`src/rtl/uart_sched_pkg.sv`:
```
// Shared types for the UART transfer scheduler.
// Contents: FSM state encoding, transmitter grant identifiers, timer width,
// and timer helpers (terminal-count value and saturating increment).
package uart_sched_pkg;

    localparam int unsigned TMR_W = 16;

    typedef logic [TMR_W-1:0] tmr_t;

    typedef enum logic [2:0] {
        StIdle    = 3'd0,
        StRdPulse = 3'd1,
        StRdWait  = 3'd2,
        StTxSetup = 3'd3,
        StTxLock  = 3'd4,
        StTxWait  = 3'd5
    } state_e;

    typedef enum logic {
        GNT_ECHO = 1'b0,
        GNT_HOST = 1'b1
    } gnt_e;

    // Timer value on the last cycle of an N-cycle phase (timers count 0..N-1).
    function automatic tmr_t tmr_last(input int unsigned n);
        return tmr_t'(n - 1);
    endfunction

    function automatic tmr_t tmr_inc(input tmr_t t);
        return (t == '1) ? t : t + tmr_t'(1);
    endfunction

endpackage

```
`src/rtl/sched_rr_arb2.sv`:
```
// Two-requester round-robin arbiter for the UART transmitter.
// Ports:
//   clk, rst          clock, asynchronous active-high reset
//   req_echo_i        echo hold register has a byte pending
//   req_host_i        host byte request
//   adv_i             current grant is being taken; advance the pointer
//   gnt_vld_o         at least one requester is pending
//   gnt_o             which requester wins this cycle
module sched_rr_arb2
    import uart_sched_pkg::*;
(
    input  logic clk,
    input  logic rst,
    input  logic req_echo_i,
    input  logic req_host_i,
    input  logic adv_i,
    output logic gnt_vld_o,
    output gnt_e gnt_o
);

    gnt_e ptr_q, ptr_d;

    always_comb begin
        gnt_vld_o = req_echo_i | req_host_i;
        if (req_echo_i && req_host_i) begin
            gnt_o = ptr_q;
        end else if (req_echo_i) begin
            gnt_o = GNT_ECHO;
        end else begin
            gnt_o = GNT_HOST;
        end
    end

    // Pointer moves to the other requester after every grant, contested or not.
    always_comb begin
        ptr_d = ptr_q;
        if (adv_i && gnt_vld_o) begin
            ptr_d = (gnt_o == GNT_ECHO) ? GNT_HOST : GNT_ECHO;
        end
    end

    always_ff @(posedge clk or posedge rst) begin
        if (rst) begin
            ptr_q <= GNT_ECHO;
        end else begin
            ptr_q <= ptr_d;
        end
    end

endmodule

```
`src/rtl/uart_xfer_sched.sv`:
```
// Sequencing controller for the UART core: drains RX bytes with the RDEN
// strobe, loads TX bytes through TDR/LOCK_TDR, and arbitrates the transmitter
// between the RX echo path and a host requester.
// Ports:
//   CLK, RST                 clock, asynchronous active-high reset
//   ECHO_EN                  queue received bytes for retransmission
//   RX_SR, RD_CNT, RDR       core receive status, unread count, data
//   TC                       core transmit complete
//   RDEN, LOCK_TDR, TDR      core read strobe, TDR latch strobe, TX data
//   HOST_VLD/DATA/RDY        host byte request handshake
//   RX_VLD, RX_DATA          received byte output (one-cycle pulse)
//   BUSY, ERR                FSM not idle, sticky TC timeout
module uart_xfer_sched
    import uart_sched_pkg::*;
#(
    parameter int unsigned RD_PULSE_CYC = 4,
    parameter int unsigned RD_LAT_CYC   = 4,
    parameter int unsigned SETUP_CYC    = 2,
    parameter int unsigned LOCK_CYC     = 4,
    parameter int unsigned TC_GUARD_CYC = 8,
    parameter int unsigned TC_TIMEOUT   = 65535
) (
    input  logic       CLK,
    input  logic       RST,
    input  logic       ECHO_EN,
    input  logic       RX_SR,
    input  logic [3:0] RD_CNT,
    input  logic [7:0] RDR,
    input  logic       TC,
    output logic       RDEN,
    output logic       LOCK_TDR,
    output logic [7:0] TDR,
    input  logic       HOST_VLD,
    input  logic [7:0] HOST_DATA,
    output logic       HOST_RDY,
    output logic       RX_VLD,
    output logic [7:0] RX_DATA,
    output logic       BUSY,
    output logic       ERR
);

    state_e     state_q, state_d;
    tmr_t       tmr_q, tmr_d;
    logic       guard_done_q, guard_done_d;
    logic       hold_vld_q, hold_vld_d;
    logic [7:0] hold_data_q, hold_data_d;
    logic       rden_q, rden_d;
    logic       lock_q, lock_d;
    logic [7:0] tdr_q, tdr_d;
    logic       host_rdy_q, host_rdy_d;
    logic       rx_vld_q, rx_vld_d;
    logic [7:0] rx_data_q, rx_data_d;
    logic       busy_q, busy_d;
    logic       err_q, err_d;

    logic hold_eff;
    logic arb_adv;
    logic gnt_vld;
    gnt_e gnt;

    // A held byte with echo disabled is discarded this cycle, so it neither
    // blocks reads nor competes for the transmitter.
    assign hold_eff = hold_vld_q & ECHO_EN;

    sched_rr_arb2 u_arb (
        .clk        (CLK),
        .rst        (RST),
        .req_echo_i (hold_eff),
        .req_host_i (HOST_VLD),
        .adv_i      (arb_adv),
        .gnt_vld_o  (gnt_vld),
        .gnt_o      (gnt)
    );

    always_comb begin
        state_d      = state_q;
        tmr_d        = tmr_inc(tmr_q);
        guard_done_d = guard_done_q;
        hold_vld_d   = hold_vld_q;
        hold_data_d  = hold_data_q;
        rden_d       = 1'b0;
        lock_d       = 1'b0;
        tdr_d        = tdr_q;
        host_rdy_d   = 1'b0;
        rx_vld_d     = 1'b0;
        rx_data_d    = rx_data_q;
        err_d        = err_q;
        arb_adv      = 1'b0;

        unique case (state_q)
            StIdle: begin
                tmr_d = '0;
                if (!ECHO_EN && hold_vld_q) begin
                    hold_vld_d = 1'b0;
                end
                if (RX_SR && (RD_CNT != 4'd0) && !hold_eff) begin
                    state_d = StRdPulse;
                    rden_d  = 1'b1;
                end else if (gnt_vld) begin
                    arb_adv = 1'b1;
                    state_d = StTxSetup;
                    if (gnt == GNT_HOST) begin
                        tdr_d      = HOST_DATA;
                        host_rdy_d = 1'b1;
                    end else begin
                        tdr_d      = hold_data_q;
                        hold_vld_d = 1'b0;
                    end
                end
            end
            StRdPulse: begin
                if (tmr_q == tmr_last(RD_PULSE_CYC)) begin
                    state_d = StRdWait;
                    tmr_d   = '0;
                end else begin
                    rden_d = 1'b1;
                end
            end
            StRdWait: begin
                if (tmr_q == tmr_last(RD_LAT_CYC)) begin
                    rx_data_d = RDR;
                    rx_vld_d  = 1'b1;
                    if (ECHO_EN) begin
                        hold_vld_d  = 1'b1;
                        hold_data_d = RDR;
                    end
                    state_d = StIdle;
                end
            end
            StTxSetup: begin
                if (tmr_q == tmr_last(SETUP_CYC)) begin
                    state_d = StTxLock;
                    tmr_d   = '0;
                    lock_d  = 1'b1;
                end
            end
            StTxLock: begin
                if (tmr_q == tmr_last(LOCK_CYC)) begin
                    state_d      = StTxWait;
                    tmr_d        = '0;
                    guard_done_d = 1'b0;
                end else begin
                    lock_d = 1'b1;
                end
            end
            StTxWait: begin
                // Guard phase ignores TC; the timeout timer restarts after it.
                if (!guard_done_q) begin
                    if (tmr_q == tmr_last(TC_GUARD_CYC)) begin
                        guard_done_d = 1'b1;
                        tmr_d        = '0;
                    end
                end else if (TC) begin
                    state_d = StIdle;
                end else if (tmr_q == tmr_last(TC_TIMEOUT)) begin
                    err_d   = 1'b1;
                    state_d = StIdle;
                end
            end
            default: begin
                state_d = StIdle;
            end
        endcase

        busy_d = (state_d != StIdle);
    end

    always_ff @(posedge CLK or posedge RST) begin
        if (RST) begin
            state_q      <= StIdle;
            tmr_q        <= '0;
            guard_done_q <= 1'b0;
            hold_vld_q   <= 1'b0;
            hold_data_q  <= '0;
            rden_q       <= 1'b0;
            lock_q       <= 1'b0;
            tdr_q        <= '0;
            host_rdy_q   <= 1'b0;
            rx_vld_q     <= 1'b0;
            rx_data_q    <= '0;
            busy_q       <= 1'b0;
            err_q        <= 1'b0;
        end else begin
            state_q      <= state_d;
            tmr_q        <= tmr_d;
            guard_done_q <= guard_done_d;
            hold_vld_q   <= hold_vld_d;
            hold_data_q  <= hold_data_d;
            rden_q       <= rden_d;
            lock_q       <= lock_d;
            tdr_q        <= tdr_d;
            host_rdy_q   <= host_rdy_d;
            rx_vld_q     <= rx_vld_d;
            rx_data_q    <= rx_data_d;
            busy_q       <= busy_d;
            err_q        <= err_d;
        end
    end

    assign RDEN     = rden_q;
    assign LOCK_TDR = lock_q;
    assign TDR      = tdr_q;
    assign HOST_RDY = host_rdy_q;
    assign RX_VLD   = rx_vld_q;
    assign RX_DATA  = rx_data_q;
    assign BUSY     = busy_q;
    assign ERR      = err_q;

endmodule

```
`config.mk`:
```
export PLATFORM = sky130hd
export DESIGN_NAME = uart_xfer_sched
export DESIGN_NICKNAME = d
export VERILOG_FILES = /design/src/rtl/uart_sched_pkg.sv /design/src/rtl/sched_rr_arb2.sv /design/src/rtl/uart_xfer_sched.sv
export SDC_FILE = /design/constraint.sdc
export NUM_CORES = 1
export LEC_CHECK = 0
export BUFFER_PORTS_ARGS = -buffer_cell sky130_fd_sc_hd__buf_2
export CAP_MARGIN = 25
export CORE_ASPECT_RATIO = 0.7
export CORE_MARGIN = 4
export CORE_UTILIZATION = 60
export CTS_BUF_LIST = sky130_fd_sc_hd__clkbuf_4 sky130_fd_sc_hd__clkbuf_8
export CTS_CLUSTER_DIAMETER = 120
export DETAILED_ROUTE_END_ITERATION = 10
export HOLD_SLACK_MARGIN = 0.1
export MAX_ROUTING_LAYER = met4
export PLACE_DENSITY = 0.94
export SLEW_MARGIN = 10
export SYNTH_ARGS = -nofsm -noshare
export SYNTH_HDL_FRONTEND = slang
export SYNTH_SLANG_ARGS = --single-unit
```
`constraint.sdc`:
```
create_clock -name CLK -period 3.25 [get_ports CLK]
set_input_delay 0.65 -clock CLK [delete_from_list [all_inputs] [get_ports CLK]]
set_output_delay 0.65 -clock CLK [all_outputs]
set_load 0.005 [all_outputs]
```
Yosys cells after proc, flatten, opt, wreduce, memory -nomap -nowiden

Index checks and enable logic that the tools add are counted.
W data, S select, Z words.

Word-level logic and storage cells: 96
Register bits: 52
Output and inout bits: 22
Memory bits (read-only): 0
Bits of input ports: 26
Latch bits: 0
RAM bits: 0
Memories: 0

Equality and inequality tests: 13
Add/sub/neg operators: 1
Multiply operators: 0
Div/mod/pow operators: 0
Magnitude comparators: 0
Reductions and logical operators: 19
Bitwise gates (word level): 4
Muxes and demuxes: 45
Shift-type cells: 0

Operators by type and width:

| cell                    | count |
|---|---|
| $mux W16                | 5 |
| $pmux W16 S4            | 1 |
| $eq A16 B16 Y1 const B  | 2 |
| $mux W3                 | 9 |
| $mux W1                 | 24 |
| $pmux W3 S6             | 1 |
| $add A16 B1 Y16 const B | 1 |
| $eq A16 B1 Y1 const B   | 1 |
| $eq A16 B2 Y1 const B   | 1 |
| $eq A16 B3 Y1 const B   | 1 |
| $reduce_and A3 Y1       | 3 |
| $mux W8                 | 1 |
| $pmux W1 S2             | 4 |
| $eq A3 B2 Y1 const B    | 2 |
| $eq A3 B3 Y1 const B    | 2 |
| $ne A2 B2 Y1 const B    | 3 |
| $logic_and A1 B1 Y1     | 5 |
| $reduce_and A2 Y1       | 2 |
| $reduce_and A4 Y1       | 1 |
| $reduce_bool A2 Y1      | 2 |
| $reduce_bool A4 Y1      | 1 |
| $eq A3 B1 Y1 const B    | 1 |
| $logic_not A3 Y1        | 1 |
| $reduce_bool A3 Y1      | 1 |
| other kinds (5)         | 7 |

Depth between registers and ports, before layout

Depth after elaboration: 7
Mapped depth: 8
Mapped depth without buffers: 6

Hierarchy

Synthesis repeated with hierarchy kept, for this count alone.

Cells, all modules: 248
Area, all modules: 2600.0 um2

Modules (own cells, without submodules):

| module          | seq. area each (um2) | cells an instance | times used | area each (um2) |
|---|---|---|---|---|
| uart_xfer_sched | 1276.2               | 241               | 1          | 2546.2 |
| sched_rr_arb2   | 25.0                 | 7                 | 1          | 53.8 |

Least setup slack after synthesis

No wires, ideal clock.

Path type: input -> register
Start: input RD_CNT[1]
End: register u_arb.ptr_q
Setup time: 144 ps
Buffers on the path: 1
Stages on the path: 6
Data arrival time: 1882 ps
Path slack: 1224 ps
Required time: 3106 ps
Cell sequence: o41ai_2 a22oi_1 or4_1 clkbuf_1 nand2_1 o21ai_0

Cells in the longest elaborated chain, start to end: 6

Ends and longest elaborated chain:

| element                          | RTL line              | text |
|---|---|---|
| start, declared                  | uart_xfer_sched.sv:27 | `input logic [3:0] RD_CNT,` |
| $reduce_bool A4 Y1               | uart_xfer_sched.sv:96 | `if (RX_SR && (RD_CNT != 4'd0) && !hold_eff) begin` |
| $logic_and A1 B1 Y1 (2 in a row) | uart_xfer_sched.sv:96 |  |
| $mux W1                          | uart_xfer_sched.sv:96 |  |
| $mux W1                          | uart_xfer_sched.sv:90 | `unique case (state_q)` |
| $logic_and A1 B1 Y1              | sched_rr_arb2.sv:37   | `if (adv_i && gnt_vld_o) begin` |
| end signal, assigned             | sched_rr_arb2.sv:46   | `ptr_q <= ptr_d;` |
| end, declared                    | sched_rr_arb2.sv:21   | `gnt_e ptr_q, ptr_d;` |

No other way between the ends.
A chain may end at the register's enable or synchronous reset.

Worst setup path in the final report

Start: register tmr_q[11]
End: register tmr_q[6]

Cells in the longest elaborated chain, start to end: 5
Elaborated cells on any way between the ends: 10
Those cells by class: 4 x eq/ne; 6 x mux

Ends and longest elaborated chain:

| element                | RTL line               | text |
|---|---|---|
| start, declared        | uart_xfer_sched.sv:43  | `tmr_t tmr_q, tmr_d;` |
| start signal, assigned | uart_xfer_sched.sv:185 | `tmr_q <= tmr_d;` |
| $eq A16 B16 Y1         | uart_sched_pkg.sv:30   | `return (t == '1) ? t : t + tmr_t'(1);` |
| $mux W16               | uart_sched_pkg.sv:30   |  |
| $mux W16               | uart_xfer_sched.sv:149 | `if (tmr_q == tmr_last(TC_GUARD_CYC)) begin` |
| $mux W16               | uart_xfer_sched.sv:148 | `if (!guard_done_q) begin` |
| $pmux W16 S4 (*)       | uart_xfer_sched.sv:90  |  |
| net tmr_d[6]           | uart_xfer_sched.sv:43  |  |

Mark *: on every way through the listed nets, which the timed path passes. The rest lies on a longest branch.

==> results.md <==
- Share of the synthesized area in the top cell type: 48.5%
- Max IR drop VDD: 434 µV
- LEAKAGE: 1.53 nW
- CP Data Arrival Time: 2.61 ns
- H-tree levels: 2
- Grt ovf: 0
- Power Density: 674 nW/µm²
- Remaining design rule violation count: 0
- Crit start category: flip-flop
- Longest Clk Path Bufs: 2
- First-pass GRT wire length: 10100 µm
- Area after DPL: ~2900 µm²
- FF-to-FF path depth: 5
- Clk slew on worst S/H paths: 0.09 ns
- Routed wire length: roughly 6000 µm
- Tot Pwr: 2.06 mW
- Worst skew pair latency: 0.30 ns
- GRT busiest layer: met2
- Fill cells: between 300 and 400
- Synth Area in Compound Gates: 10.6%
- Die W: 87.9 µm
- Core Box Area: 4330 µm²
- Met1 usage: 33.2%
- Nets: 323
- Worst hold slack: 0.277 ns
- Critical R2R Capture: tmr_q[6]$_DFF_PP0_
- Total GRT Usage: a little under a quarter
- Final worst-path cycle share: 75.5%
- Die H: between 60 and 70 µm
- RR Startpoint: tmr_q[11]$_DFF_PP0_
- Vias in the first global route: ~2.1k
- Worst min path class: input port to async pin
- Post-synth cell types: 48
- Commonest non-fill, non-tap cell in the layout: dfrtp_1
- CTS tree: done
- Hold buffers post-CTS: 0
- Clk Tree Root Cell: clkbuf_8
- Hold Vio Cnt, Final: 0
- Vias/cell: 6.06
- WS Path Type: flip-flop to flip-flop
- Status: finished, final reports clean
- Pins Over Slew Limit: 0
- Sum Neg Setup Slack: 0 ns
- Unrepaired setup endpoints after global routing: no
- Pre-antenna DRT Iters: 4
- Worst-Margin Slew: just over 0.6 ns
- IO Port Bufs: 47
- Mux contribution to synthesized area: a little over a tenth
- Synth Register Bits: 52
- Net Count, Synth: 280
- Flop-to-flop setup slack: around 0.8 ns
- Top cells by area, synth: dfrtp_1 (49%), mux2_4 (4.5%), nand2_1 (3.8%)
- Total CTS buffers: 5
- Final setup violation count: 0
- Worst Clk Skew: roughly 0.0095 ns
- Clk sink count: 52
- Maxcap violations: 0
- DRT antenna net count: 0
- Largest net degree at the start of global routing: 53
- Most frequent cells in the layout: dfrtp_1 (52), buf_2 (47), nand2_1 (27)
- Slew HR: 58.6%
- Xor/xnor cell area share of the yosys netlist: around 2.9%
- Required time of the critical path: 3.41 ns
- Via count: 2122
- Simple-gate share of the synthesized area: between 20% and 30%
- Final min period: 2.45 ns
- DRT iter0 DRCs: 148
- Layout Area Growth over Synthesis: 13.7%
- Die area: about 5600 µm²
- Register area share after synthesis: 48.5%
- CP endpoint kind: flip-flop
- # IOs: 48
- Syn Area/Cell: 10.7 µm²
- Initial antenna violation count: 0
- Final cell area excluding filler cells: 3050 µm²
- Setup Fix Bufs, Post-CTS: 0
- CTS resizes: 0
- # diodes: 0
- Share of cells above drive strength 1: 27.5%
- Worst Setup SP: tmr_q[11]$_DFF_PP0_
- Cell Area, Synth: between 2000 and 3000 µm²
- Grt met2 use: a little over a third
- Dpl hpwl: ~4300 µm
- Yosys top cell by area: dfrtp_1
- Drt wl/cell: 17.2 µm
- CP Max Fanout: 16
- Row count: 20
- FMAX: 408 MHz
- Initial core utilization: 62.0%
- Placer congestion estimate: slightly below 0.9
- Met3 usage: 4.51%
- Post-Synthesis Cells: 251
- Count of warnings emitted by yosys: 0
- Synth Area in Adders: about 1.4%
- Largest family of logic cells by synthesized area: simple AND/OR/NAND/NOR gates
- CP endpoint: tmr_q[6]$_DFF_PP0_
==> worst max-delay path: stages, from the launching register on <==
cell and delay (ns):
dfrtp_1 0.47, nor4_4 0.43, nand4_1 0.31, o21ai_1 0.36, and3_1 0.62, nor3_1 0.13
==> layer usage <==
metal / vias to the layer above / share of wire, %
met5: - / 0
met3: 4 / 6.8
met1: 1032 / 46
li1: 993 / -
met4: 0 / 0.88
met2: 93 / 46
==> sequential cells by signal, indices dropped and copies added, names as in the netlist <==
signal        count
ERR               1
LOCK_TDR          1
guard_done_q      1
RDEN              1
tmr_q            16
RX_DATA           8
TDR               8
BUSY              1
hold_data_q       8
RX_VLD            1
HOST_RDY          1
state_q           3
u_arb.ptr_q       1
hold_vld_q        1
==> how the worst min path moves through the flow <==
stage / cells after the start / to
after floorplan: 1 / ERR$_DFFE_PP0P_
after global placement: 2 / TDR[5]$_DFFE_PP0P_
after detailed placement: 2 / TDR[2]$_DFFE_PP0P_
after CTS: 2 / TDR[2]$_DFFE_PP0P_
after global routing: 2 / RX_DATA[7]$_DFFE_PP0P_
final: 2 / RX_DATA[7]$_DFFE_PP0P_
==> cells in the mapped netlist (all sizes together) <==
cell type / instances
buf: 8
nand2b: 1
nor3: 7
clkbuf: 4
a211oi: 7
and4: 4
o311ai: 1
xnor2: 5
o211ai: 2
or3: 1
nand3: 6
a41o: 1
nand2: 28
o41ai: 1
a22oi: 1
a41oi: 2
xor2: 4
mux2: 16
ha: 3
nor2: 24
a31o: 1
and3: 5
mux2i: 8
or4b: 1
o31ai: 1
nor4: 4
nand3b: 1
a21oi: 7
inv: 6
a31oi: 1
o2111ai: 1
or4: 3
o21ai: 16
nor4b: 1
a311o: 1
and2: 2
dfrtp: 52
nor2b: 6
nand4: 8
==> area by class of cell <==
class / count / area [µm²] / share of cell area [%]
Clock buffer: 7 / 96.3 / 3.16
Clock inverter: 1 / 30.0 / 0.984
Inverter: 6 / 22.5 / 0.738
Multi-Input combinational cell: 181 / 1280 / 41.8
Sequential cell: 52 / 1300 / 42.7
Tap cell: 55 / 68.8 / 2.26
Timing Repair Buffer: 48 / 255 / 8.37
==> metrics by stage <==
stage / instances / setup WS, ns / util (%)
final: 350 / 0.796 / 70.5
after global routing: 350 / 0.653 / 70.5
after CTS: 349 / 0.849 / 70.0
after detailed placement: 341 / 0.768 / 67.1
after global placement: 341 / 0.860 / 67.1
after floorplan: 251 / 1.22 / -
==> logic make-up after synthesis <==
family | count (synthesis)
and+or+nand+nor | 102
xor gates and xnor gates | 9
DFF | 52
muxes | 24
buffers and inverters | 18
adders and majority gates | 3
AOI/OAI and AO/OA | 43
==> power by group <==
group          internal [mW]  switching, mW
Sequential             0.801          0.151
Clock                  0.272          0.210
Combinational          0.285          0.338
Total                   1.36          0.699
(Power assumes the default switching activity.)
